[src/rtl/bundle_dispatch_if.sv]
// Bundle memory read port: request/address from the dispatcher, data/ready from memory.
// Slot i of memData occupies bits [32i+31:32i].
interface bundle_dispatch_if #(
    parameter int unsigned NUM_SLOTS = 4
);
    logic                       memReadEnable;
    logic [63:0]                memAddress;
    logic [32*NUM_SLOTS-1:0]    memData;
    logic                       memReady;

    modport master (
        output memReadEnable,
        output memAddress,
        input  memData,
        input  memReady
    );

    modport slave (
        input  memReadEnable,
        input  memAddress,
        output memData,
        output memReady
    );
endinterface

[src/rtl/bundle_dispatch.sv]
// Bundle fetch/issue sequencer: FETCH -> FETCH_WAIT -> ISSUE -> SETTLE(2) -> WAIT_FU -> FETCH.
// Optional macro DISPATCH_PERF_COUNTERS_EN adds bundleCount and stallCycles outputs.
module bundle_dispatch #(
    parameter int unsigned NUM_SLOTS  = 4,
    parameter logic [63:0] RESET_ADDR = 64'h0
) (
    input  logic                      clk,
    input  logic                      rst,
    input  logic                      do_stall,
    bundle_dispatch_if.master         mem,
    output logic [32*NUM_SLOTS-1:0]   instruction,
    output logic [63:0]               bundleAddr,
    output logic [NUM_SLOTS-1:0]      instructionReady,
    input  logic [NUM_SLOTS-1:0]      fuWorking,
    input  logic                      redirectValid,
    input  logic [63:0]               redirectAddr,
    output logic                      busy
`ifdef DISPATCH_PERF_COUNTERS_EN
    ,
    output logic [63:0]               bundleCount,
    output logic [63:0]               stallCycles
`endif
);

    localparam logic [2:0] StFetch     = 3'd0;
    localparam logic [2:0] StFetchWait = 3'd1;
    localparam logic [2:0] StIssue     = 3'd2;
    localparam logic [2:0] StSettle    = 3'd3;
    localparam logic [2:0] StWaitFu    = 3'd4;

    localparam int unsigned BundleW = 32 * NUM_SLOTS;
    localparam logic [63:0] PcStep  = 64'(4 * NUM_SLOTS);

    logic [2:0]           state_q, state_d;
    logic                 settle_q, settle_d;
    logic [63:0]          pc_q, pc_d;
    logic                 redir_pend_q, redir_pend_d;
    logic [63:0]          redir_addr_q, redir_addr_d;
    logic                 mem_re_q, mem_re_d;
    logic [63:0]          mem_addr_q, mem_addr_d;
    logic [BundleW-1:0]   instr_q, instr_d;
    logic [63:0]          baddr_q, baddr_d;
    logic [NUM_SLOTS-1:0] irdy_q, irdy_d;
    logic                 busy_q, busy_d;

    logic                 latch_en;
    logic                 retire;
    logic [63:0]          next_pc;

    assign latch_en = (state_q == StIssue) || (state_q == StSettle) || (state_q == StWaitFu);

    // A redirect presented in the retirement cycle itself overrides anything latched earlier.
    always_comb begin
        if (redirectValid) begin
            next_pc = redirectAddr;
        end else if (redir_pend_q) begin
            next_pc = redir_addr_q;
        end else begin
            next_pc = pc_q + PcStep;
        end
    end

    always_comb begin
        state_d      = state_q;
        settle_d     = settle_q;
        pc_d         = pc_q;
        redir_pend_d = redir_pend_q;
        redir_addr_d = redir_addr_q;
        mem_re_d     = mem_re_q;
        mem_addr_d   = mem_addr_q;
        instr_d      = instr_q;
        baddr_d      = baddr_q;
        irdy_d       = irdy_q;
        retire       = 1'b0;

        if (latch_en && redirectValid) begin
            redir_pend_d = 1'b1;
            redir_addr_d = redirectAddr;
        end

        unique case (state_q)
            StFetch: begin
                if (!do_stall) begin
                    mem_re_d   = 1'b1;
                    mem_addr_d = pc_q;
                    state_d    = StFetchWait;
                end
            end
            StFetchWait: begin
                // Stall is deliberately not consulted: an accepted bundle must be captured.
                if (mem.memReady) begin
                    instr_d  = mem.memData;
                    baddr_d  = pc_q;
                    mem_re_d = 1'b0;
                    irdy_d   = '1;
                    state_d  = StIssue;
                end
            end
            StIssue: begin
                irdy_d   = '0;
                settle_d = 1'b0;
                state_d  = StSettle;
            end
            StSettle: begin
                if (settle_q) begin
                    state_d = StWaitFu;
                end else begin
                    settle_d = 1'b1;
                end
            end
            StWaitFu: begin
                if ((fuWorking == '0) && !do_stall) begin
                    retire       = 1'b1;
                    pc_d         = next_pc;
                    redir_pend_d = 1'b0;
                    state_d      = StFetch;
                end
            end
            default: begin
                state_d = StFetch;
            end
        endcase

        busy_d = (state_d != StFetch);
    end

    always_ff @(posedge clk) begin
        if (rst) begin
            state_q      <= StFetch;
            settle_q     <= 1'b0;
            pc_q         <= RESET_ADDR;
            redir_pend_q <= 1'b0;
            redir_addr_q <= '0;
            mem_re_q     <= 1'b0;
            mem_addr_q   <= '0;
            instr_q      <= '0;
            baddr_q      <= '0;
            irdy_q       <= '0;
            busy_q       <= 1'b0;
        end else begin
            state_q      <= state_d;
            settle_q     <= settle_d;
            pc_q         <= pc_d;
            redir_pend_q <= redir_pend_d;
            redir_addr_q <= redir_addr_d;
            mem_re_q     <= mem_re_d;
            mem_addr_q   <= mem_addr_d;
            instr_q      <= instr_d;
            baddr_q      <= baddr_d;
            irdy_q       <= irdy_d;
            busy_q       <= busy_d;
        end
    end

    assign mem.memReadEnable = mem_re_q;
    assign mem.memAddress    = mem_addr_q;
    assign instruction       = instr_q;
    assign bundleAddr        = baddr_q;
    assign instructionReady  = irdy_q;
    assign busy              = busy_q;

`ifdef DISPATCH_PERF_COUNTERS_EN
    logic [63:0] bundle_cnt_q;
    logic [63:0] stall_cnt_q;
    logic        stall_cnt_en;

    // Only stalls that actually hold the pipeline (fetch or retirement) are counted.
    assign stall_cnt_en = do_stall && ((state_q == StFetch) || (state_q == StWaitFu));

    always_ff @(posedge clk) begin
        if (rst) begin
            bundle_cnt_q <= '0;
            stall_cnt_q  <= '0;
        end else begin
            if (retire) begin
                bundle_cnt_q <= bundle_cnt_q + 64'd1;
            end
            if (stall_cnt_en) begin
                stall_cnt_q <= stall_cnt_q + 64'd1;
            end
        end
    end

    assign bundleCount = bundle_cnt_q;
    assign stallCycles = stall_cnt_q;
`endif

endmodule

[src/flat_wrapper.sv]
// flat-port wrapper written by rule: the top's interface ports become plain ports
module bundle_dispatch_flat 
#(
    parameter int unsigned NUM_SLOTS  = 4,
    parameter logic [63:0] RESET_ADDR = 64'h0
)
  (clk, rst, do_stall, instruction, bundleAddr, instructionReady, fuWorking, redirectValid, redirectAddr, busy, mem_memReadEnable, mem_memAddress, mem_memData, mem_memReady);
  bundle_dispatch_if #(.NUM_SLOTS(NUM_SLOTS)) mem_i ();
  input  logic clk;
  input  logic rst;
  input  logic do_stall;
  output logic [32*NUM_SLOTS-1:0] instruction;
  output logic [63:0] bundleAddr;
  output logic [NUM_SLOTS-1:0] instructionReady;
  input  logic [NUM_SLOTS-1:0] fuWorking;
  input  logic redirectValid;
  input  logic [63:0] redirectAddr;
  output logic busy;
  output wire logic [$bits(mem_i.memReadEnable)-1:0] mem_memReadEnable;
  output wire logic [$bits(mem_i.memAddress)-1:0] mem_memAddress;
  input wire logic [$bits(mem_i.memData)-1:0] mem_memData;
  input wire logic [$bits(mem_i.memReady)-1:0] mem_memReady;
  assign mem_memReadEnable = mem_i.memReadEnable;
  assign mem_memAddress = mem_i.memAddress;
  assign mem_i.memData = mem_memData;
  assign mem_i.memReady = mem_memReady;
  bundle_dispatch #(.NUM_SLOTS(NUM_SLOTS), .RESET_ADDR(RESET_ADDR)) u_core (.clk(clk), .rst(rst), .do_stall(do_stall), .mem(mem_i), .instruction(instruction), .bundleAddr(bundleAddr), .instructionReady(instructionReady), .fuWorking(fuWorking), .redirectValid(redirectValid), .redirectAddr(redirectAddr), .busy(busy));
endmodule
[config.mk]
export PLATFORM = sky130hd
export DESIGN_NAME = bundle_dispatch_flat
export DESIGN_NICKNAME = d
export VERILOG_FILES = /design/src/rtl/bundle_dispatch_if.sv /design/src/rtl/bundle_dispatch.sv /design/src/flat_wrapper.sv
export SDC_FILE = /design/constraint.sdc
export NUM_CORES = 1
export LEC_CHECK = 0
export ABC_AREA = 1
export BUFFER_PORTS_ARGS = -buffer_cell sky130_fd_sc_hd__buf_2
export CORE_AREA = 2 2 180 182
export DETAILED_ROUTE_END_ITERATION = 12
export DIE_AREA = 0 0 182 184
export PLACE_DENSITY = 0.86
export SETUP_SLACK_MARGIN = 0.05
export SLEW_MARGIN = 10
export SYNTH_ARGS = -nofsm -noshare
export SYNTH_HDL_FRONTEND = slang
export SYNTH_SLANG_ARGS = --single-unit
[constraint.sdc]
create_clock -name clk -period 2.6 [get_ports clk]
set_input_delay 0.26 -clock clk [delete_from_list [all_inputs] [get_ports clk]]
set_output_delay 0.26 -clock clk [all_outputs]
set_load 0.05 [all_outputs]
==> flow_summary_export.csv <==
group,metric,value,unit
route,wire_per_inst,20.1,um
layout,fin_util,67.5,%
critical_path,cp_max_fo,52,
logic_synthesis,syn_inst,2331,
cts,cts_setup_buffers,0,
route,ant_nets,0,
critical_path,required,3.01,ns
timing,fmax,486,MHz
logic_synthesis,ys_ff_latch,392,
route,vias_per_cell,5.69,
timing,drv_slew,0,
cts,h-tree-depth,2,
floorplan,start_util,52.5,%
power,leakagePower,0.00977,uW
global_routing,grt_pass1_vias,17300,
route,drtIter0Drc,2155,
floorplan,die_w,182,um
global_routing,grt-ovfl-total,0,
cts,cts_tree,"yes",
cts,post_cts_resized,0,
logic_synthesis,synth_edf_count,0,
cts,clk_pin_slew,0.06,ns
layout,synthToLayoutAreaGrowth,28.6,%
route,wirelength,65200,um
critical_path,end_kind,"register",
timing,finalSetupViolCount,0,
logic_synthesis,yosysWarnings,0,
timing,hold_viol,1,
timing,skew,0.0291,ns
logic_synthesis,avgSynthCellArea,7.07,sq um
global_routing,grt_usage,37.7,%
layout,layout_common_cells,"nor2_1, buf_2, o21ai_0",
cts,ctsRootBufferMaster,"clkbuf_16",
logic_synthesis,synth_cell_types,37,
power,peakVddDrop,453,uV
timing,tns,0,ns
route,vias,18400,
timing,fin_crit,2.06,ns
route,drcViolationCount,0,
place,routabilityCongestion,0.952,
timing,worst_pin_slew,0.896,ns
critical_path,critPathArrivalTime,2.47,ns
global_routing,grt_first_pass_wirelength,98200,um
critical_path,reg2reg_depth,10,
logic_synthesis,synthFlopType,"dfxtp_1",
layout,drive_above_1_share,21.0,%
timing,slew_headroom,40.3,%
place,io_buffers,462,
cts,numCtsBuffers,41,
layout,nets,2993,
timing,fin_hold_ws,-0.00375,ns
place,dp_hpwl,45100,um
floorplan,coreArea,31400,sq um
cts,clkLatencyLatePin,0.54,ns
min_path,hold_class,"in2reg",
outcome,status,"finished, violations left",
logic_synthesis,synth_area,16500,sq um
route,first_pass_iters,6,
logic_synthesis,seq_area_frac_synth,47.6,%
critical_path,start_kind,"register",
power,p_per_area,751,nW/um^2
run,maxCapViolations,0,
timing,rsz0062_at_grt,"no",
critical_path,criticalPathCategory,"reg2reg",
floorplan,rows,65,
logic_synthesis,async_flop_share,0,%
min_path,hold_depth,3,
outcome,violations,"negative hold slack",
floorplan,fp.dieH,184,um
cts,cts_max_path_buffers,3,
timing,period_share,79.2,%
global_routing,antenna_found_initial,21,
cts,cts_sinks,392,
floorplan,die-area,33500,sq um
logic_synthesis,syn-num-nets,2533,
global_routing,grt_max_degree,130,
floorplan,io_pins,463,
layout,final_common_cell,"nor2_1",
==> per-layer routing <==
layer	wire length (um)	global-route usage, %	vias to the layer above	share of wire (%)
li1	-	-	8524	-
met1	25200	48.2	8525	39
met2	29100	58.6	1160	45
met3	7700	11.0	221	12
met4	3200	18.2	4	4.9
met5	24	0	-	0.037
==> flip-flops by register name, summed over array words and instances (netlist names) <==
| register | flops |
|---|---|
| u_core.mem.memAddress | 64 |
| u_core.instructionReady | 1 |
| u_core.mem.memReadEnable | 1 |
| u_core.busy | 1 |
| u_core.settle_q | 1 |
| u_core.redir_addr_q | 64 |
| u_core.redir_pend_q | 1 |
| u_core.instruction | 128 |
| u_core.bundleAddr | 64 |
| u_core.pc_q | 64 |
| u_core.state_q | 3 |
==> cells by family (layout without fill, tap and decap cells) <==
family / after synthesis / count (layout) / share of synthesized area (%)
compound gates: 680 / 680 / 20.9
xor+xnor: 9 / 9 / 0.478
fa+ha+maj: 1 / 1 / 0.0759
buf+inv: 312 / 802 / 7.85
flops: 392 / 392 / 47.6
other cells: 0 / 17 / 0
simple gates: 937 / 937 / 23.1
==> area by class of cell <==
cell class | count | area (sq um)
sequential | 392 | 7850
inverter | 165 | 637
tap | 402 | 503
antenna | 17 | 42.5
multi-input combinational | 1627 | 7350
fill | 2630 | 10200
clock inverter | 16 | 251
clock buffer | 57 | 1170
timing repair buffer | 564 | 3390
==> cells in the mapped netlist (2+ instances only) <==
| master | number | share of area [%] |
|---|---|---|
| nor2_2 | 4 | 0.15 |
| nand2_1 | 346 | 7.9 |
| buf_2 | 43 | 1.3 |
| inv_4 | 2 | 0.076 |
| o31ai_1 | 2 | 0.091 |
| xor2_1 | 6 | 0.32 |
| or2_2 | 5 | 0.19 |
| clkbuf_1 | 90 | 2.0 |
| inv_1 | 154 | 3.5 |
| inv_2 | 7 | 0.16 |
| nand4_1 | 14 | 0.53 |
| nand2_2 | 8 | 0.30 |
| a21oi_1 | 194 | 5.9 |
| buf_1 | 3 | 0.068 |
| nor3_1 | 3 | 0.091 |
| buf_4 | 5 | 0.23 |
| o21ai_0 | 435 | 13 |
| nor3_2 | 2 | 0.12 |
| o21ai_1 | 28 | 0.85 |
| xnor2_1 | 3 | 0.16 |
| a31oi_1 | 2 | 0.076 |
| dfxtp_1 | 392 | 48 |
| o22ai_1 | 11 | 0.42 |
| nor2_1 | 476 | 11 |
| buf_6 | 6 | 0.41 |
| o221ai_1 | 5 | 0.27 |
| clkinv_1 | 2 | 0.046 |
| nand3_1 | 66 | 2.0 |
| nor2_4 | 9 | 0.61 |
==> through the flow <==
stage | worst slack, ns | instances | total power, uW | instance area (sq um)
after floorplan | 1.04 | 2331 | 8800 | 16500
after global placement | 0.592 | 3070 | 9570 | 18900
after detailed placement | 0.620 | 3070 | 9630 | 18900
after CTS | 0.592 | 3223 | 15800 | 21100
after global routing | 0.422 | 3238 | 16400 | 21200
final | 0.542 | 3240 | 15900 | 21200
==> repair_timing <==
item / in CTS / in global routing
hold endpoints to repair: 80 / 0
hold buffers: 80 / 0
setup endpoints to repair: 0 / 0
==> where the power goes <==
group          switching, uW  leakage [uW]  internal (uW)
combinational           2270       0.00588            766
clock                   2470      0.000695           3750
sequential               237       0.00320           6440
==> final timing paths <==
path | from | to | slack, ns
worst max-delay path | u_core.state_q[2] | u_core.redir_addr_q[38] | 0.54
worst min-delay path | mem_memData[61] | u_core.instruction[61] | -0.004
worst max register to register | u_core.state_q[2] | u_core.redir_addr_q[38] | 0.54
worst min register to register | u_core.redir_addr_q[48] | u_core.redir_addr_q[48] | 0.46
==> critical path: stages (launching register included) <==
cell and delay (ns):
dfxtp_1 0.45, inv_2 0.10, nand2_4 0.09, inv_2 0.05, nor2_4 0.27, inv_4 0.27, nand2_2 0.15, inv_2 0.06
buf_12 0.18, o21ai_0 0.19, inv_1 0.06
(Power assumes the default switching activity.)
